==> src/rtl/ddr2_axi_req_queue_if.sv <==
//------------------------------------------------------------------------------
// ddr2_axi_req_queue_if : AXI slave and controller command/completion bundle
// Rev 1.0
//------------------------------------------------------------------------------
`default_nettype none

interface ddr2_axi_req_queue_if #(
  parameter int ADDR_WIDTH   = 28,
  parameter int DATA_WIDTH   = 32,
  parameter int AXI_ID_WIDTH = 4
);
  logic [AXI_ID_WIDTH-1:0]   S_AXI_AWID;
  logic [ADDR_WIDTH-1:0]     S_AXI_AWADDR;
  logic                      S_AXI_AWVALID;
  logic                      S_AXI_AWREADY;
  logic [DATA_WIDTH-1:0]     S_AXI_WDATA;
  logic [DATA_WIDTH/8-1:0]   S_AXI_WSTRB;
  logic                      S_AXI_WVALID;
  logic                      S_AXI_WREADY;
  logic [AXI_ID_WIDTH-1:0]   S_AXI_BID;
  logic [1:0]                S_AXI_BRESP;
  logic                      S_AXI_BVALID;
  logic                      S_AXI_BREADY;
  logic [AXI_ID_WIDTH-1:0]   S_AXI_ARID;
  logic [ADDR_WIDTH-1:0]     S_AXI_ARADDR;
  logic                      S_AXI_ARVALID;
  logic                      S_AXI_ARREADY;
  logic [AXI_ID_WIDTH-1:0]   S_AXI_RID;
  logic [DATA_WIDTH-1:0]     S_AXI_RDATA;
  logic [1:0]                S_AXI_RRESP;
  logic                      S_AXI_RVALID;
  logic                      S_AXI_RREADY;
  logic                      cmd_valid;
  logic                      cmd_ready;
  logic                      cmd_write;
  logic [ADDR_WIDTH-1:0]     cmd_addr;
  logic [DATA_WIDTH-1:0]     cmd_wdata;
  logic [DATA_WIDTH/8-1:0]   cmd_wstrb;
  logic                      cpl_valid;
  logic                      cpl_ready;
  logic [DATA_WIDTH-1:0]     cpl_rdata;
  logic                      cpl_error;

  // Queue side: AXI slave towards the host, command master towards the controller
  modport slave (
    input  S_AXI_AWID, S_AXI_AWADDR, S_AXI_AWVALID, S_AXI_WDATA, S_AXI_WSTRB, S_AXI_WVALID,
    input  S_AXI_BREADY, S_AXI_ARID, S_AXI_ARADDR, S_AXI_ARVALID, S_AXI_RREADY,
    output S_AXI_AWREADY, S_AXI_WREADY, S_AXI_BID, S_AXI_BRESP, S_AXI_BVALID,
    output S_AXI_ARREADY, S_AXI_RID, S_AXI_RDATA, S_AXI_RRESP, S_AXI_RVALID,
    output cmd_valid, cmd_write, cmd_addr, cmd_wdata, cmd_wstrb, cpl_ready,
    input  cmd_ready, cpl_valid, cpl_rdata, cpl_error
  );

  modport master (
    output S_AXI_AWID, S_AXI_AWADDR, S_AXI_AWVALID, S_AXI_WDATA, S_AXI_WSTRB, S_AXI_WVALID,
    output S_AXI_BREADY, S_AXI_ARID, S_AXI_ARADDR, S_AXI_ARVALID, S_AXI_RREADY,
    input  S_AXI_AWREADY, S_AXI_WREADY, S_AXI_BID, S_AXI_BRESP, S_AXI_BVALID,
    input  S_AXI_ARREADY, S_AXI_RID, S_AXI_RDATA, S_AXI_RRESP, S_AXI_RVALID,
    input  cmd_valid, cmd_write, cmd_addr, cmd_wdata, cmd_wstrb, cpl_ready,
    output cmd_ready, cpl_valid, cpl_rdata, cpl_error
  );
endinterface

`default_nettype wire

==> src/rtl/ddr2_axi_req_queue.sv <==
//------------------------------------------------------------------------------
// ddr2_axi_req_queue : AXI request arbiter with command FIFO and in-order completion
// Rev 1.0
//------------------------------------------------------------------------------
`default_nettype none

module ddr2_axi_req_queue #(
  parameter int unsigned ADDR_WIDTH   = 28,
  parameter int unsigned DATA_WIDTH   = 32,
  parameter int unsigned AXI_ID_WIDTH = 4,
  parameter int unsigned DEPTH        = 4
) (
  input  wire logic           ACLK,
  input  wire logic           ARESETN,
  ddr2_axi_req_queue_if.slave bus
);

  localparam int unsigned C_IDX_W  = $clog2(DEPTH);
  localparam int unsigned C_PTR_W  = C_IDX_W + 1;
  localparam int unsigned C_STRB_W = DATA_WIDTH / 8;
  localparam int unsigned C_CMD_W  = 1 + ADDR_WIDTH + DATA_WIDTH + C_STRB_W;
  localparam int unsigned C_ORD_W  = 1 + AXI_ID_WIDTH;

  logic [C_CMD_W-1:0]      cmd_mem_q [DEPTH];
  logic [C_ORD_W-1:0]      ord_mem_q [DEPTH];
  logic [C_PTR_W-1:0]      cmd_wptr_q, cmd_rptr_q, ord_wptr_q, ord_rptr_q;
  logic                    last_wr_q;
  logic                    bvalid_q, bvalid_d, rvalid_q, rvalid_d;
  logic [AXI_ID_WIDTH-1:0] bid_q, bid_d, rid_q, rid_d;
  logic [1:0]              bresp_q, bresp_d, rresp_q, rresp_d;
  logic [DATA_WIDTH-1:0]   rdata_q, rdata_d;

  logic                    w_cmd_empty, w_ord_empty, w_room;
  logic [C_PTR_W-1:0]      w_outstanding;
  logic                    w_wr_req, w_rd_req, w_grant_wr, w_grant_rd, w_accept;
  logic                    w_cmd_pop, w_cpl_ready, w_cpl_fire;
  logic [C_CMD_W-1:0]      w_cmd_in, w_cmd_head;
  logic [C_ORD_W-1:0]      w_ord_in, w_ord_head;
  logic [1:0]              w_resp;

  // The order FIFO holds exactly the outstanding requests, so its fill level is the count
  assign w_cmd_empty   = (cmd_wptr_q == cmd_rptr_q);
  assign w_ord_empty   = (ord_wptr_q == ord_rptr_q);
  assign w_outstanding = ord_wptr_q - ord_rptr_q;
  assign w_room        = (w_outstanding < C_PTR_W'(DEPTH));

  assign w_wr_req   = bus.S_AXI_AWVALID & bus.S_AXI_WVALID;
  assign w_rd_req   = bus.S_AXI_ARVALID;
  assign w_grant_wr = ARESETN & w_room & w_wr_req & (~w_rd_req | ~last_wr_q);
  assign w_grant_rd = ARESETN & w_room & w_rd_req & (~w_wr_req | last_wr_q);
  assign w_accept   = w_grant_wr | w_grant_rd;

  assign w_cmd_in = w_grant_wr ? {1'b1, bus.S_AXI_AWADDR, bus.S_AXI_WDATA, bus.S_AXI_WSTRB}
                               : {1'b0, bus.S_AXI_ARADDR, {DATA_WIDTH{1'b0}}, {C_STRB_W{1'b0}}};
  assign w_ord_in = w_grant_wr ? {1'b1, bus.S_AXI_AWID} : {1'b0, bus.S_AXI_ARID};

  assign w_cmd_head  = cmd_mem_q[cmd_rptr_q[C_IDX_W-1:0]];
  assign w_ord_head  = ord_mem_q[ord_rptr_q[C_IDX_W-1:0]];
  assign w_cmd_pop   = ~w_cmd_empty & bus.cmd_ready;
  assign w_cpl_ready = ~bvalid_q & ~rvalid_q;
  assign w_cpl_fire  = bus.cpl_valid & w_cpl_ready & ~w_ord_empty;
  assign w_resp      = bus.cpl_error ? 2'b10 : 2'b00;

  always_ff @(posedge ACLK) begin
    if (w_accept) begin
      cmd_mem_q[cmd_wptr_q[C_IDX_W-1:0]] <= w_cmd_in;
      ord_mem_q[ord_wptr_q[C_IDX_W-1:0]] <= w_ord_in;
    end
  end

  always_comb begin
    bvalid_d = bvalid_q;
    bid_d    = bid_q;
    bresp_d  = bresp_q;
    rvalid_d = rvalid_q;
    rid_d    = rid_q;
    rresp_d  = rresp_q;
    rdata_d  = rdata_q;
    if (bvalid_q && bus.S_AXI_BREADY) bvalid_d = 1'b0;
    if (rvalid_q && bus.S_AXI_RREADY) rvalid_d = 1'b0;
    // A completion only fires with both channels idle, so it never races a clear
    if (w_cpl_fire) begin
      if (w_ord_head[C_ORD_W-1]) begin
        bvalid_d = 1'b1;
        bid_d    = w_ord_head[AXI_ID_WIDTH-1:0];
        bresp_d  = w_resp;
      end else begin
        rvalid_d = 1'b1;
        rid_d    = w_ord_head[AXI_ID_WIDTH-1:0];
        rresp_d  = w_resp;
        rdata_d  = bus.cpl_rdata;
      end
    end
  end

  always_ff @(posedge ACLK or negedge ARESETN) begin
    if (!ARESETN) begin
      cmd_wptr_q <= '0;
      cmd_rptr_q <= '0;
      ord_wptr_q <= '0;
      ord_rptr_q <= '0;
      last_wr_q  <= 1'b0;
      bvalid_q   <= 1'b0;
      bid_q      <= '0;
      bresp_q    <= '0;
      rvalid_q   <= 1'b0;
      rid_q      <= '0;
      rresp_q    <= '0;
      rdata_q    <= '0;
    end else begin
      if (w_accept) begin
        cmd_wptr_q <= cmd_wptr_q + C_PTR_W'(1);
        ord_wptr_q <= ord_wptr_q + C_PTR_W'(1);
        last_wr_q  <= w_grant_wr;
      end
      if (w_cmd_pop)  cmd_rptr_q <= cmd_rptr_q + C_PTR_W'(1);
      if (w_cpl_fire) ord_rptr_q <= ord_rptr_q + C_PTR_W'(1);
      bvalid_q <= bvalid_d;
      bid_q    <= bid_d;
      bresp_q  <= bresp_d;
      rvalid_q <= rvalid_d;
      rid_q    <= rid_d;
      rresp_q  <= rresp_d;
      rdata_q  <= rdata_d;
    end
  end

  assign bus.S_AXI_AWREADY = w_grant_wr;
  assign bus.S_AXI_WREADY  = w_grant_wr;
  assign bus.S_AXI_ARREADY = w_grant_rd;
  assign bus.S_AXI_BVALID  = bvalid_q;
  assign bus.S_AXI_BID     = bid_q;
  assign bus.S_AXI_BRESP   = bresp_q;
  assign bus.S_AXI_RVALID  = rvalid_q;
  assign bus.S_AXI_RID     = rid_q;
  assign bus.S_AXI_RRESP   = rresp_q;
  assign bus.S_AXI_RDATA   = rdata_q;
  assign bus.cpl_ready     = w_cpl_ready;
  assign bus.cmd_valid     = ~w_cmd_empty;
  // Payload is zeroed when empty so the unreset storage never leaks out
  assign {bus.cmd_write, bus.cmd_addr, bus.cmd_wdata, bus.cmd_wstrb} =
      w_cmd_empty ? '0 : w_cmd_head;

endmodule

`default_nettype wire

==> src/flat_wrapper.sv <==
// flat-port wrapper written by rule: the top's interface ports become plain ports
module ddr2_axi_req_queue_flat 
#(
  parameter int unsigned ADDR_WIDTH   = 28,
  parameter int unsigned DATA_WIDTH   = 32,
  parameter int unsigned AXI_ID_WIDTH = 4,
  parameter int unsigned DEPTH        = 4
)
  (ACLK, ARESETN, bus_S_AXI_AWID, bus_S_AXI_AWADDR, bus_S_AXI_AWVALID, bus_S_AXI_WDATA, bus_S_AXI_WSTRB, bus_S_AXI_WVALID, bus_S_AXI_BREADY, bus_S_AXI_ARID, bus_S_AXI_ARADDR, bus_S_AXI_ARVALID, bus_S_AXI_RREADY, bus_S_AXI_AWREADY, bus_S_AXI_WREADY, bus_S_AXI_BID, bus_S_AXI_BRESP, bus_S_AXI_BVALID, bus_S_AXI_ARREADY, bus_S_AXI_RID, bus_S_AXI_RDATA, bus_S_AXI_RRESP, bus_S_AXI_RVALID, bus_cmd_valid, bus_cmd_write, bus_cmd_addr, bus_cmd_wdata, bus_cmd_wstrb, bus_cpl_ready, bus_cmd_ready, bus_cpl_valid, bus_cpl_rdata, bus_cpl_error);
  ddr2_axi_req_queue_if #(.ADDR_WIDTH(ADDR_WIDTH), .DATA_WIDTH(DATA_WIDTH), .AXI_ID_WIDTH(AXI_ID_WIDTH)) bus_i ();
  input  wire logic ACLK;
  input  wire logic ARESETN;
  input wire logic [$bits(bus_i.S_AXI_AWID)-1:0] bus_S_AXI_AWID;
  input wire logic [$bits(bus_i.S_AXI_AWADDR)-1:0] bus_S_AXI_AWADDR;
  input wire logic [$bits(bus_i.S_AXI_AWVALID)-1:0] bus_S_AXI_AWVALID;
  input wire logic [$bits(bus_i.S_AXI_WDATA)-1:0] bus_S_AXI_WDATA;
  input wire logic [$bits(bus_i.S_AXI_WSTRB)-1:0] bus_S_AXI_WSTRB;
  input wire logic [$bits(bus_i.S_AXI_WVALID)-1:0] bus_S_AXI_WVALID;
  input wire logic [$bits(bus_i.S_AXI_BREADY)-1:0] bus_S_AXI_BREADY;
  input wire logic [$bits(bus_i.S_AXI_ARID)-1:0] bus_S_AXI_ARID;
  input wire logic [$bits(bus_i.S_AXI_ARADDR)-1:0] bus_S_AXI_ARADDR;
  input wire logic [$bits(bus_i.S_AXI_ARVALID)-1:0] bus_S_AXI_ARVALID;
  input wire logic [$bits(bus_i.S_AXI_RREADY)-1:0] bus_S_AXI_RREADY;
  output wire logic [$bits(bus_i.S_AXI_AWREADY)-1:0] bus_S_AXI_AWREADY;
  output wire logic [$bits(bus_i.S_AXI_WREADY)-1:0] bus_S_AXI_WREADY;
  output wire logic [$bits(bus_i.S_AXI_BID)-1:0] bus_S_AXI_BID;
  output wire logic [$bits(bus_i.S_AXI_BRESP)-1:0] bus_S_AXI_BRESP;
  output wire logic [$bits(bus_i.S_AXI_BVALID)-1:0] bus_S_AXI_BVALID;
  output wire logic [$bits(bus_i.S_AXI_ARREADY)-1:0] bus_S_AXI_ARREADY;
  output wire logic [$bits(bus_i.S_AXI_RID)-1:0] bus_S_AXI_RID;
  output wire logic [$bits(bus_i.S_AXI_RDATA)-1:0] bus_S_AXI_RDATA;
  output wire logic [$bits(bus_i.S_AXI_RRESP)-1:0] bus_S_AXI_RRESP;
  output wire logic [$bits(bus_i.S_AXI_RVALID)-1:0] bus_S_AXI_RVALID;
  output wire logic [$bits(bus_i.cmd_valid)-1:0] bus_cmd_valid;
  output wire logic [$bits(bus_i.cmd_write)-1:0] bus_cmd_write;
  output wire logic [$bits(bus_i.cmd_addr)-1:0] bus_cmd_addr;
  output wire logic [$bits(bus_i.cmd_wdata)-1:0] bus_cmd_wdata;
  output wire logic [$bits(bus_i.cmd_wstrb)-1:0] bus_cmd_wstrb;
  output wire logic [$bits(bus_i.cpl_ready)-1:0] bus_cpl_ready;
  input wire logic [$bits(bus_i.cmd_ready)-1:0] bus_cmd_ready;
  input wire logic [$bits(bus_i.cpl_valid)-1:0] bus_cpl_valid;
  input wire logic [$bits(bus_i.cpl_rdata)-1:0] bus_cpl_rdata;
  input wire logic [$bits(bus_i.cpl_error)-1:0] bus_cpl_error;
  assign bus_i.S_AXI_AWID = bus_S_AXI_AWID;
  assign bus_i.S_AXI_AWADDR = bus_S_AXI_AWADDR;
  assign bus_i.S_AXI_AWVALID = bus_S_AXI_AWVALID;
  assign bus_i.S_AXI_WDATA = bus_S_AXI_WDATA;
  assign bus_i.S_AXI_WSTRB = bus_S_AXI_WSTRB;
  assign bus_i.S_AXI_WVALID = bus_S_AXI_WVALID;
  assign bus_i.S_AXI_BREADY = bus_S_AXI_BREADY;
  assign bus_i.S_AXI_ARID = bus_S_AXI_ARID;
  assign bus_i.S_AXI_ARADDR = bus_S_AXI_ARADDR;
  assign bus_i.S_AXI_ARVALID = bus_S_AXI_ARVALID;
  assign bus_i.S_AXI_RREADY = bus_S_AXI_RREADY;
  assign bus_S_AXI_AWREADY = bus_i.S_AXI_AWREADY;
  assign bus_S_AXI_WREADY = bus_i.S_AXI_WREADY;
  assign bus_S_AXI_BID = bus_i.S_AXI_BID;
  assign bus_S_AXI_BRESP = bus_i.S_AXI_BRESP;
  assign bus_S_AXI_BVALID = bus_i.S_AXI_BVALID;
  assign bus_S_AXI_ARREADY = bus_i.S_AXI_ARREADY;
  assign bus_S_AXI_RID = bus_i.S_AXI_RID;
  assign bus_S_AXI_RDATA = bus_i.S_AXI_RDATA;
  assign bus_S_AXI_RRESP = bus_i.S_AXI_RRESP;
  assign bus_S_AXI_RVALID = bus_i.S_AXI_RVALID;
  assign bus_cmd_valid = bus_i.cmd_valid;
  assign bus_cmd_write = bus_i.cmd_write;
  assign bus_cmd_addr = bus_i.cmd_addr;
  assign bus_cmd_wdata = bus_i.cmd_wdata;
  assign bus_cmd_wstrb = bus_i.cmd_wstrb;
  assign bus_cpl_ready = bus_i.cpl_ready;
  assign bus_i.cmd_ready = bus_cmd_ready;
  assign bus_i.cpl_valid = bus_cpl_valid;
  assign bus_i.cpl_rdata = bus_cpl_rdata;
  assign bus_i.cpl_error = bus_cpl_error;
  ddr2_axi_req_queue #(.ADDR_WIDTH(ADDR_WIDTH), .DATA_WIDTH(DATA_WIDTH), .AXI_ID_WIDTH(AXI_ID_WIDTH), .DEPTH(DEPTH)) u_core (.ACLK(ACLK), .ARESETN(ARESETN), .bus(bus_i));
endmodule
==> config.mk <==
export PLATFORM = sky130hd
export DESIGN_NAME = ddr2_axi_req_queue_flat
export DESIGN_NICKNAME = d
export VERILOG_FILES = /design/src/rtl/ddr2_axi_req_queue_if.sv /design/src/rtl/ddr2_axi_req_queue.sv /design/src/flat_wrapper.sv
export SDC_FILE = /design/constraint.sdc
export NUM_CORES = 1
export LEC_CHECK = 0
export CORE_MARGIN = 3
export CORE_UTILIZATION = 52
export DETAILED_ROUTE_END_ITERATION = 12
export HOLD_SLACK_MARGIN = 0.15
export PLACE_DENSITY_LB_ADDON = 0.25
export SKIP_LAST_GASP = 1
export SLEW_MARGIN = 20
export SYNTH_ARGS = -nofsm -noshare
export SYNTH_HDL_FRONTEND = slang
export SYNTH_SLANG_ARGS = --single-unit
==> constraint.sdc <==
create_clock -name ACLK -period 5.5 [get_ports ACLK]
set_clock_uncertainty 0.1 [all_clocks]
set_input_delay 0.55 -clock ACLK [delete_from_list [all_inputs] [get_ports ACLK]]
set_output_delay 0.55 -clock ACLK [all_outputs]
set_load 0.1 [all_outputs]
# Yosys cells after proc, flatten, opt, wreduce, memory -nomap -nowiden
# Memories as Yosys holds them, arrays and structs flattened.
# Cells that the tools add are included.
# word_totals
regBits	59
ramBits	280
inputBits	142
wordCells	59
memories	2
# mem_list
name	words	width	read_ports	rd_clocked_by_memory_dff	wr	line_no	source
u_core.cmd_mem_q	4	65	1	0	1	ddr2_axi_req_queue.sv:24	logic [C_CMD_W-1:0] cmd_mem_q [DEPTH];
u_core.ord_mem_q	4	5	1	0	1	ddr2_axi_req_queue.sv:25	logic [C_ORD_W-1:0] ord_mem_q [DEPTH];
# op_classes
addsub	5
order_cmp	1
n_eq_ne	2
muxes	12
bitwise_logic	21
reduce_logical	4
# op_table
operator	count
$mux W65	2
$add A3 B1 Y3 const B	4
$and A1 B1 Y1	10
$mux W1	8
$not A1 Y1	8
$eq A3 B3 Y1	2
$mux W5	1
$reduce_and A2 Y1	2
$lt A3 B3 Y1 const B	1
$or A1 B1 Y1	3
$sub A3 B3 Y3	1
$logic_and A1 B1 Y1	2
$mux W2	1

# Logic depth before layout (Yosys ltp)
# depth
word_depth	8
mapped_depth	7

# Worst setup path after synthesis
# OpenSTA, ideal clock, no wires.
# synth_timing
path_kind	reg-to-reg
startpoint	register u_core.ord_rptr_q[1]
endpoint	memory u_core.cmd_mem_q[2][0] in the netlist's numbering (enable)
t_arrival_ps	3242
t_required_ps	4970
path_slack_ps	1728
stages_incl_launch_ff	7
path_buffers	0
period_less_slack_ps	3772
path_cell_list	dfrtp_1 inv_1 ha_1 nor2b_1 or3_4 a21oi_2 and2_1
# synth_between
elab_chain_cells	8
elab_cells_between_ends	10
# synth_lines
item	line_no	source
start: declaration	ddr2_axi_req_queue.sv:26	logic [C_PTR_W-1:0] cmd_wptr_q, cmd_rptr_q, ord_wptr_q, ord_rptr_q;
start signal: assignment	ddr2_axi_req_queue.sv:117	if (w_cpl_fire) ord_rptr_q <= ord_rptr_q + C_PTR_W'(1);
$sub A3 B3 Y3 (*)	ddr2_axi_req_queue.sv:44	assign w_outstanding = ord_wptr_q - ord_rptr_q;
$lt A3 B3 Y1 (*)	ddr2_axi_req_queue.sv:45	assign w_room = (w_outstanding < C_PTR_W'(DEPTH));
$and A1 B1 Y1 (*)	ddr2_axi_req_queue.sv:49, ddr2_axi_req_queue.sv:50	
$and A1 B1 Y1, on equally long branches (2 in a row)	ddr2_axi_req_queue.sv:49, ddr2_axi_req_queue.sv:50	
$or A1 B1 Y1 (*)	ddr2_axi_req_queue.sv:51	assign w_accept = w_grant_wr | w_grant_rd;
$mux W1 (*)	ddr2_axi_req_queue.sv:65	if (w_accept) begin
$mux W1 (not written as such) (*)	ddr2_axi_req_queue.sv:66	cmd_mem_q[cmd_wptr_q[C_IDX_W-1:0]] <= w_cmd_in;
end: declaration	ddr2_axi_req_queue.sv:24	
# Every way passes the cells marked *; elsewhere a longest branch is shown, timed or not.

# Worst setup path after layout
# layout_timing
startpoint	register u_core.cmd_rptr_q[0]
endpoint	output port bus_cmd_addr[27]
# layout_between
elab_chain_cells	2
elab_cells_between_ends	3
# layout_lines
item	line_no	source
start: declaration	ddr2_axi_req_queue.sv:26	
start signal: assignment	ddr2_axi_req_queue.sv:116	if (w_cmd_pop) cmd_rptr_q <= cmd_rptr_q + C_PTR_W'(1);
$mem_v2 Z4 W65 / $eq A3 B3 Y1 (equally long branches)	n/a	
$mux W65 (*)	ddr2_axi_req_queue.sv:142	w_cmd_empty ? '0 : w_cmd_head;
end: declaration	flat_wrapper.sv:36	output wire logic [$bits(bus_i.cmd_addr)-1:0] bus_cmd_addr;
# Marks and branches as above.

==> impl_results.md <==
* Largest net degree at the start of global routing at 73
* Final non-filler cell total at 1319
* Setup-failing EPs final at 0
* Layout Nets at between 1000 and 1500
* Gate Count Post-Synth at 694
* Avg Inst Size Synth at between 15 and 20 um^2
* Area grow syn2layout at 29.1%
* Crit path arrival time at approximately 3.5 ns
* Buffer count from post-CTS setup fixing at 0
* Initial Utilization at 0.535
* Worst Setup Start Kind: register
* Reg2reg end: u_core.cmd_mem_q[1][54]$_DFFE_PP_
* Global-route usage over all layers at 0.193
* Seq/Total Area, Yosys at 0.719
* Row cnt at 58
* Synthesized area at between 10000 and 15000 um^2
* CTS max path bufs at 3
* Root buffer cell: clkbuf_16
* Top cell type by total area after synthesis: edfxtp_1
* Placed cells at about 1300
* Highest clock rate at between 200 and 250 MHz
* Most numerous cell in the Yosys netlist: edfxtp_1
* Final ANT Viol Nets at 0
* Number of max-cap violations at 0
* H-tree depth at 2
* Crit path kind: register to output port
* Die W at roughly 170 um
* CTS tree: yes
* Die area at about 28000 um^2
* Initial antenna violation count at 0
* Tmin final at just over 4 ns
* Fillers at around 1700
* CTS Sinks at 337
* Routability congestion estimate at 0.706
* Routed vias/inst at about 5.4
* Final Cycle Share at 0.756
* Worst EP required at 4.85 ns
* Flop-to-flop setup slack at 2.06 ns
* Post-synth top area share at 0.615
* Iter 0 DRT Violations at 489
* #FFs+latches synth at 337
* Max Slew Vio Count at 0
* Crit path to: bus_cmd_addr[27]
* Via Count at approximately 7100
* Slew @ Worst Pin at between 1 and 1.5 ns
* IO Port Bufs at 255
* Top cells by count, synth: edfxtp_1, mux4_2, nor2b_1
* Async SR Flop Fraction at 0.169
* CTS buffer count at 36
* Synth cell types at 35
* Drt pass-1 iters at 5
* Drt drc at 0
* Core Box Area at 25500 um^2
* Post-Route WL at about 27000 um
* Primary FF master, synth: edfxtp_1
* CTS clk-pin slew, worst paths at 0.06 ns
* First-pass GRT wire length at approximately 43000 um
* Status: finished clean
* N_diodes at 0
* Start point of the critical path: u_core.cmd_rptr_q[0]$_DFFE_PN0P_
* Crit-path max FO at 38
* # IOs at between 200 and 300
* Final hold violation count at 0
* RSZ-0062 raised after global routing: no
* Detailed placement HPWL at 16600 um
* Worst setup EP type: output port
* Die height at between 150 and 200 um
* Tightest Hold Check Type: register to register
* Synth Warn # at 0
* Number of global-route vias before repair at between 7000 and 8000
* Fin util at 0.691
* Slew margin rel. at 0.301
* Post-synth EDFFs at 280
* Most area-consuming cells after synthesis: edfxtp_1, mux4_2, dfrtp_1
* Clk Latency, worst-skew pair at roughly 0.50 ns
* Avg WL per Cell at slightly above 20 um
* Area of the multi-input gates at 3600 um^2
* Layout cells sized above 1 at 0.189
* Gr ovfl total at 0
* Sequential cell area at between 9000 and 10000 um^2
* Reg2Reg Depth at 6
* Final setup TNS at 0 ns
* Worst r2r src: u_core.ord_rptr_q[1]$_DFFE_PN0P_
## final cells by class
class	instances	share of cell area
multi-input combinational	311	0.204
clock inverter	19	0.00822
clock buffer	46	0.0549
sequential	337	0.558
tap	330	0.0234
inverter	11	0.00234
timing repair buffer	265	0.149
## worst min-delay path by stage
stage | from | to | slack (ns) | depth (start not counted)
6_report | u_core.bus.S_AXI_RDATA[10]$_DFFE_PN0P_ | u_core.bus.S_AXI_RDATA[10]$_DFFE_PN0P_ | 0.38 | 1
5_1_grt | u_core.ord_rptr_q[2]$_DFFE_PN0P_ | u_core.ord_rptr_q[2]$_DFFE_PN0P_ | 0.41 | 1
4_1_cts | ARESETN | u_core.cmd_rptr_q[2]$_DFFE_PN0P_ | 0.38 | 2
3_5_place_dp | ARESETN | u_core.ord_rptr_q[0]$_DFFE_PN0P_ | 0.37 | 1
3_3_place_gp | ARESETN | u_core.ord_rptr_q[0]$_DFFE_PN0P_ | 0.36 | 1
2_1_floorplan | ARESETN | u_core.bus.S_AXI_BID[0]$_DFFE_PN0P_ | 0.15 | 0
## flip-flops by register name (all words and copies together), names as in the netlist, 4 cells and up
| signal | flops |
|---|---|
| u_core.bus.S_AXI_RID | 4 |
| u_core.bus.S_AXI_RDATA | 32 |
| u_core.bus.S_AXI_BID | 4 |
| u_core.ord_mem_q | 20 |
| u_core.cmd_mem_q | 260 |
## through the flow
| step | instance area (um^2) | hold slack (ns) | setup WS, ns |
|---|---|---|---|
| after global routing | 17600 | 0.410 | 1.08 |
| final | 17600 | 0.384 | 1.34 |
| after global placement | 16500 | 0.360 | 1.82 |
| after CTS | 17600 | 0.383 | 1.23 |
| after detailed placement | 16500 | 0.370 | 1.79 |
| after floorplan | 13700 | 0.154 | 1.73 |
## layout by cell type (no fill, tap or decap), drive strengths merged
cell type / n
nand2b: 1
and2: 42
nand4: 1
a31oi: 2
mux2: 77
o2111ai: 2
dlygate4sd3: 1
conb: 2
edfxtp: 280
o21a: 1
clkdlybuf4s50: 254
xor2: 4
bufinv: 2
nor2b: 66
nor2: 3
nand2: 6
xnor2: 8
clkinv: 15
o22ai: 1
ha: 12
dfrtp: 57
nor3: 2
a21oi: 2
or3b: 1
buf: 10
mux4: 70
o21ai: 3
inv: 13
a21o: 2
a31o: 1
clkbuf: 46
o211ai: 1
or3: 1
## critical path: stages, from the launching register on
cell             delay (ns)
dfrtp_4                0.86
buf_12                 0.38
mux4_2                 0.55
nor2b_1                0.14
clkdlybuf4s50_1        1.03
## cell families after synthesis
group	after synthesis	synth area share
buffers and inverters	47	0.0183
other	1	0.000274
DFF	337	0.719
and+or+nand+nor	123	0.0562
AOI/OAI and AO/OA	15	0.00842
adders and majority gates	12	0.0110
muxes	147	0.179
xor gates and xnor gates	12	0.00769
## what timing repair did
| item | in CTS | in global routing |
|---|---|---|
| setup endpoints to repair | 0 | 0 |
| hold buffers | 1 | 0 |
| hold endpoints to repair | 7 | 0 |
| gates resized for setup | 0 | 0 |
## per-layer routing
| metal | track usage | vias up | routed length, um | share of wire |
|---|---|---|---|---|
| met1 | 0.242 | 3569 | 10600 | 0.40 |
| met5 | 0 | - | 0 | 0 |
| met4 | 0.0630 | 0 | 647 | 0.024 |
| met3 | 0.0465 | 51 | 1870 | 0.069 |
| met2 | 0.335 | 228 | 13800 | 0.51 |
| li1 | - | 3228 | - | - |
Power is not shown: default switching activity piles up to over one toggle a cycle in this logic, so the estimate is an artifact.
